**src/rtl/rand_pkt_pkg.sv**
```systemverilog
// Shared types and helpers for the random AXI-Stream packet generator.
package rand_pkt_pkg;

  typedef enum logic [1:0] {
    ST_IDLE,
    ST_LEN,
    ST_DATA,
    ST_FIN
  } state_e;

  // Byte-enable mask for a beat with `rem` bytes left; full beat once rem >= 8.
  function automatic logic [7:0] keep_mask(input logic [15:0] rem);
    logic [8:0] ones;
    if (rem >= 16'd8) begin
      return 8'hFF;
    end
    ones = (9'd1 << rem[2:0]) - 9'd1;
    return ones[7:0];
  endfunction

endpackage

```
**src/rtl/rand_pkt_gen.sv**
```systemverilog
// Random-length packet generator: draws a length from the PRNG, then streams
// PRNG words as AXI-Stream beats, padding bytes past the packet end with zero.
module rand_pkt_gen
  import rand_pkt_pkg::*;
#(
  parameter int unsigned MIN_LEN  = 1,
  parameter int unsigned LEN_BITS = 6
) (
  input  logic        clk,
  input  logic        rst,
  input  logic        start,
  input  logic [15:0] pkt_count,
  input  logic [63:0] rand64,
  output logic        rng_en,
  output logic [63:0] m_tdata,
  output logic [7:0]  m_tkeep,
  output logic        m_tlast,
  output logic        m_tvalid,
  input  logic        m_tready,
  output logic [15:0] len_o,
  output logic        len_valid,
  output logic        busy,
  output logic        done,
  output logic [15:0] pkts_sent
);

  state_e      state_q, state_d;
  logic [15:0] count_q, count_d;
  logic [15:0] rem_q, rem_d;
  logic [15:0] sent_q, sent_d;

  logic [15:0] len_w;
  logic        last_w;
  logic [7:0]  keep_w;
  logic        more_w;

  assign len_w  = 16'(MIN_LEN) + 16'(rand64[LEN_BITS-1:0]);
  assign last_w = (rem_q <= 16'd8);
  assign keep_w = last_w ? keep_mask(rem_q) : 8'hFF;
  // Widened so the comparison cannot wrap when the count is 16'hFFFF.
  assign more_w = ({1'b0, sent_q} + 17'd1) < {1'b0, count_q};

  always_ff @(posedge clk or posedge rst) begin
    if (rst) begin
      state_q <= ST_IDLE;
      count_q <= '0;
      rem_q   <= '0;
      sent_q  <= '0;
    end else begin
      state_q <= state_d;
      count_q <= count_d;
      rem_q   <= rem_d;
      sent_q  <= sent_d;
    end
  end

  always_comb begin
    state_d = state_q;
    count_d = count_q;
    rem_d   = rem_q;
    sent_d  = sent_q;
    unique case (state_q)
      ST_IDLE: begin
        if (start) begin
          if (pkt_count != 16'd0) begin
            count_d = pkt_count;
            sent_d  = '0;
            state_d = ST_LEN;
          end else begin
            state_d = ST_FIN;
          end
        end
      end
      ST_LEN: begin
        rem_d   = len_w;
        state_d = ST_DATA;
      end
      ST_DATA: begin
        if (m_tready) begin
          if (last_w) begin
            sent_d  = sent_q + 16'd1;
            rem_d   = '0;
            state_d = more_w ? ST_LEN : ST_FIN;
          end else begin
            rem_d = rem_q - 16'd8;
          end
        end
      end
      ST_FIN: begin
        state_d = ST_IDLE;
      end
      default: begin
        state_d = ST_IDLE;
      end
    endcase
  end

  always_comb begin
    rng_en    = 1'b0;
    m_tdata   = '0;
    m_tkeep   = '0;
    m_tlast   = 1'b0;
    m_tvalid  = 1'b0;
    len_o     = '0;
    len_valid = 1'b0;
    busy      = (state_q != ST_IDLE);
    done      = (state_q == ST_FIN);
    unique case (state_q)
      ST_LEN: begin
        rng_en    = 1'b1;
        len_valid = 1'b1;
        len_o     = len_w;
      end
      ST_DATA: begin
        m_tvalid = 1'b1;
        rng_en   = m_tready;
        m_tlast  = last_w;
        m_tkeep  = keep_w;
        for (int unsigned i = 0; i < 8; i++) begin
          m_tdata[8*i +: 8] = keep_w[i] ? rand64[8*i +: 8] : 8'h00;
        end
      end
      default: begin
      end
    endcase
  end

  assign pkts_sent = sent_q;

endmodule

```
**config.mk**
```make
export PLATFORM = sky130hd
export DESIGN_NAME = rand_pkt_gen
export DESIGN_NICKNAME = d
export VERILOG_FILES = /design/src/rtl/rand_pkt_pkg.sv /design/src/rtl/rand_pkt_gen.sv
export SDC_FILE = /design/constraint.sdc
export NUM_CORES = 1
export LEC_CHECK = 0
export CAP_MARGIN = 20
export CORE_MARGIN = 3
export CORE_UTILIZATION = 41
export CTS_CLUSTER_DIAMETER = 120
export DETAILED_ROUTE_END_ITERATION = 16
export GPL_ROUTABILITY_DRIVEN = 0
export MAX_ROUTING_LAYER = met4
export PLACE_DENSITY_LB_ADDON = 0.1
export REMOVE_ABC_BUFFERS = 1
export SLEW_MARGIN = 40
export SYNTH_ARGS = -nofsm -noshare
export SYNTH_HDL_FRONTEND = slang
export SYNTH_SLANG_ARGS = --single-unit
```
**constraint.sdc**
```tcl
create_clock -name clk -period 3.7 [get_ports clk]
set_input_delay 0.555 -clock clk [delete_from_list [all_inputs] [get_ports clk]]
set_output_delay 0.555 -clock clk [all_outputs]
set_load 0.03 [all_outputs]
```
==> flow_summary.yaml <==
hold_path:
  min-delay-start: "rem_q[10]"
  worstHoldPathCells: 1
  hold_end: "rem_q[10]"
  min_path_type: "register to register"
die:
  floorplan.initialDensity: 0.4257
  die-width_um: 101.6
  die_area_um2: 10330
  fp-row-count: 34
  ioPinCount: 194
  die_y_um: 101.6
  coreArea_um2: 8806
timing:
  grt_setup_unrepaired: "false"
  finalSetupTns_ns: 0
  worst_slew_margin_rel: 0.5478
  finalWorstPathRequiredPeriod_ns: 3.532
  timing_worst_slew_pin_value_ns: 0.6782
  post-route-period-util: 0.9545
  maxSlewViolCount: 0
  number_of_setup_violations_in_the_final_report: 0
  clock-skew-final_ns: 0.009827
  achievable-frequency_ghz: 0.2832
  setup_slack_ns: 0.1684
  final-hold-violation-count: 0
clocking:
  root_buffer: "sky130_fd_sc_hd__clkbuf_8"
  tritoncts_num_sinks: 50
  cts_tree: "done"
  maximum_clock_path_buffer_count: 2
  tritoncts.num_buffers: 5
  clock_latency_ns: 0.30
  clkSlewWorstSetupHoldPaths_ns: 0.08
  h_tree_lvls: 2
yosys:
  synth_edf_count: 0
  async_reset_ff_frac: 1.000
  flip_flop_and_latch_count_after_synthesis: 50
  postSynth.topFlopCell: "sky130_fd_sc_hd__dfrtp_1"
  syn-cell-area_um2: 3749
  synth_seq_area_share: 0.3338
  synthesis.area_per_instance_um2: 8.558
  ys_warn_count: 0
  postSynthCellCount: 438
  synthDistinctLibCells: 54
place:
  portBuffers: 184
  place_worst_setup_slack_ns: 0.3321
  dp_hpwl_mm: 9.982
  dpl-instance-area_um2: 5588
  dpl.cell_count: 719
drt:
  dr.max_layer_used: "met4"
  vias: 3825
  count_of_tritonroute_iterations_in_the_first_routing_pass: 5
  drc: 0
  routed-wl-met2_mm: 5.896
  wl_per_cell_um: 16.77
  routedLengthMet1_mm: 5.138
  vias_per_cell: 5.269
  wl_met3_um: 958
  drt_iter0_markers: 224
  postRouteAntennaNets: 0
  drt-total-wl_mm: 12.17
power:
  power_leakage_nw: 2.529
  ir_worst_vdd_mv: 0.3888
  power_density_nw_per_um2: 727.4
critical_path:
  critPathCaptureType: "primary output"
  critPathMaxFanout: 12
  criticalPathCategory: "register to primary output"
  worst_r2r_endpoint: "pkts_sent[14]"
  critPathArrivalTime_ns: 2.98
  cp-start-kind: "register"
  timing.reg2reg.setup_slack_ns: 0.74
  r2r_start: "rem_q[1]"
  required_time_reported_for_the_critical_path_endpoint_ns: 3.14
  timing.reg2reg.worst_path_depth: 6
layout:
  antennaDiodeCount: 0
  area_growth_pct: 51.50
  layout.nets: 725
  finalInstanceArea_um2: 5679
  drive_gt1_frac: 0.1068
  stdcell_count: 726
outcome:
  outcome: "completed"
global_routing:
  globalRouteTotalUtil: 0.2333
  number_of_antenna_violations_at_the_first_check_in_global_routing: 0
  grt_overflow: 0
  number_of_global_route_vias_before_repair: 3499
  grt_first_pass_wirelength_mm: 18.35
  grt_max_degree: 51
job:
  drv.max_cap_violation_count: 0
==> layout make-up <==
type / instances / area (um2)
Inverter: 29 / 111.4
Clock buffer: 6 / 82.58
Multi-Input combinational cell: 343 / 2280
Tap cell: 108 / 135.1
Fill cell: 768 / 3127
Timing Repair Buffer: 190 / 1819
Sequential cell: 50 / 1251
==> timing repair <==
| action | in CTS | in global routing |
|---|---|---|
| hold buffers | 0 | 0 |
| setup endpoints to repair | 8 | 26 |
| resized for setup | 0 | 1 |
| pin swaps | 1 | 1 |
| setup buffers | 0 | 1 |
==> per-layer routing <==
layer / vias up / global-route usage
li1: 1885 / -
met1: 1767 / 0.3047
met2: 161 / 0.3758
met3: 12 / 0.04132
met4: 0 / 0.05930
met5: - / -
==> flip-flops by register name (all words and copies together) (netlist names) <==
register   cells
pkts_sent     16
state_q        2
rem_q         16
count_q       16
==> logic make-up after synthesis <==
group,synth area share
buffers and inverters,0.06642
XOR/XNOR,0.04206
AO/OA/AOI/OAI,0.1559
flip-flops,0.3338
AND/OR/NAND/NOR,0.2767
other,0.001000
adder cells (fa/ha/maj),0.07343
multiplexers,0.05073
==> critical path: stages (launching register included) <==
cell                              delay (ns)
sky130_fd_sc_hd__dfrtp_1                0.43
sky130_fd_sc_hd__nor4_4                 0.25
sky130_fd_sc_hd__buf_4                  0.18
sky130_fd_sc_hd__nand3_2                0.13
sky130_fd_sc_hd__or2_1                  0.35
sky130_fd_sc_hd__o21a_2                 0.31
sky130_fd_sc_hd__a21o_1                 0.25
sky130_fd_sc_hd__and2_1                 0.19
sky130_fd_sc_hd__clkdlybuf4s50_1        0.59
==> cell usage in the layout (no fill, tap or decap), types with 6 or more instances in the layout <==
cell type,n
sky130_fd_sc_hd__clkdlybuf4s50_1,157
sky130_fd_sc_hd__and2_1,61
sky130_fd_sc_hd__dfrtp_1,50
sky130_fd_sc_hd__nand2_1,34
sky130_fd_sc_hd__buf_4,33
sky130_fd_sc_hd__nor2_1,32
sky130_fd_sc_hd__o21ai_0,29
sky130_fd_sc_hd__inv_1,28
sky130_fd_sc_hd__ha_1,22
sky130_fd_sc_hd__mux2_2,16
sky130_fd_sc_hd__a21oi_1,16
sky130_fd_sc_hd__nand3_1,14
sky130_fd_sc_hd__and3_1,11
sky130_fd_sc_hd__xor2_1,10
sky130_fd_sc_hd__conb_1,9
sky130_fd_sc_hd__nand4_1,8
sky130_fd_sc_hd__xnor2_1,8
sky130_fd_sc_hd__nor4_1,6
sky130_fd_sc_hd__a22o_1,6
sky130_fd_sc_hd__o31ai_1,6
sky130_fd_sc_hd__clkbuf_8,6
==> power breakdown <==
part | total, W | internal (W) | switching [W]
Clock | 0.000316 | 0.000145 | 0.000172
Combinational | 0.00288 | 0.00117 | 0.00171
Sequential | 0.000939 | 0.000746 | 0.000193
Total | 0.00413 | 0.00206 | 0.00207
==> cells in the mapped netlist, types with 6 or more instances <==
master	instances	area share
sky130_fd_sc_hd__a21oi_1	16	0.021
sky130_fd_sc_hd__a22o_1	6	0.014
sky130_fd_sc_hd__and2_1	61	0.10
sky130_fd_sc_hd__and3_1	11	0.018
sky130_fd_sc_hd__buf_4	9	0.018
sky130_fd_sc_hd__clkbuf_1	11	0.011
sky130_fd_sc_hd__dfrtp_1	50	0.33
sky130_fd_sc_hd__ha_1	22	0.073
sky130_fd_sc_hd__inv_1	29	0.029
sky130_fd_sc_hd__mux2_2	16	0.048
sky130_fd_sc_hd__nand2_1	34	0.034
sky130_fd_sc_hd__nand3_1	14	0.019
sky130_fd_sc_hd__nand4_1	8	0.013
sky130_fd_sc_hd__nor2_1	32	0.032
sky130_fd_sc_hd__nor4_1	6	0.010
sky130_fd_sc_hd__o21ai_0	29	0.039
sky130_fd_sc_hd__o31ai_1	6	0.012
sky130_fd_sc_hd__xnor2_1	8	0.019
sky130_fd_sc_hd__xor2_1	10	0.023
==> worst max path at each step <==
stage                     cells past startpoint  slack, ns           to  startpoint
after global routing                          8       0.02  m_tdata[14]    rem_q[6]
after CTS                                     7      0.007  m_tdata[14]    rem_q[6]
after global placement                        7       0.44  m_tdata[18]    rem_q[5]
final                                         8       0.17  m_tdata[14]    rem_q[6]
after floorplan                               5       0.15  m_tdata[40]  state_q[0]
after detailed placement                      7       0.33  m_tdata[14]    rem_q[5]
==> through the flow <==
step	utilization	power, W	hold WS, ns
floorplan	-	0.002735	0.4502
global placement	0.6343	0.003757	0.4683
detailed placement	0.6346	0.003808	0.4745
CTS	0.6439	0.004133	0.4933
global route	0.6449	0.004442	0.5262
finish	0.6449	0.004131	0.4958
Note: power is estimated with default switching activity, not from simulation.
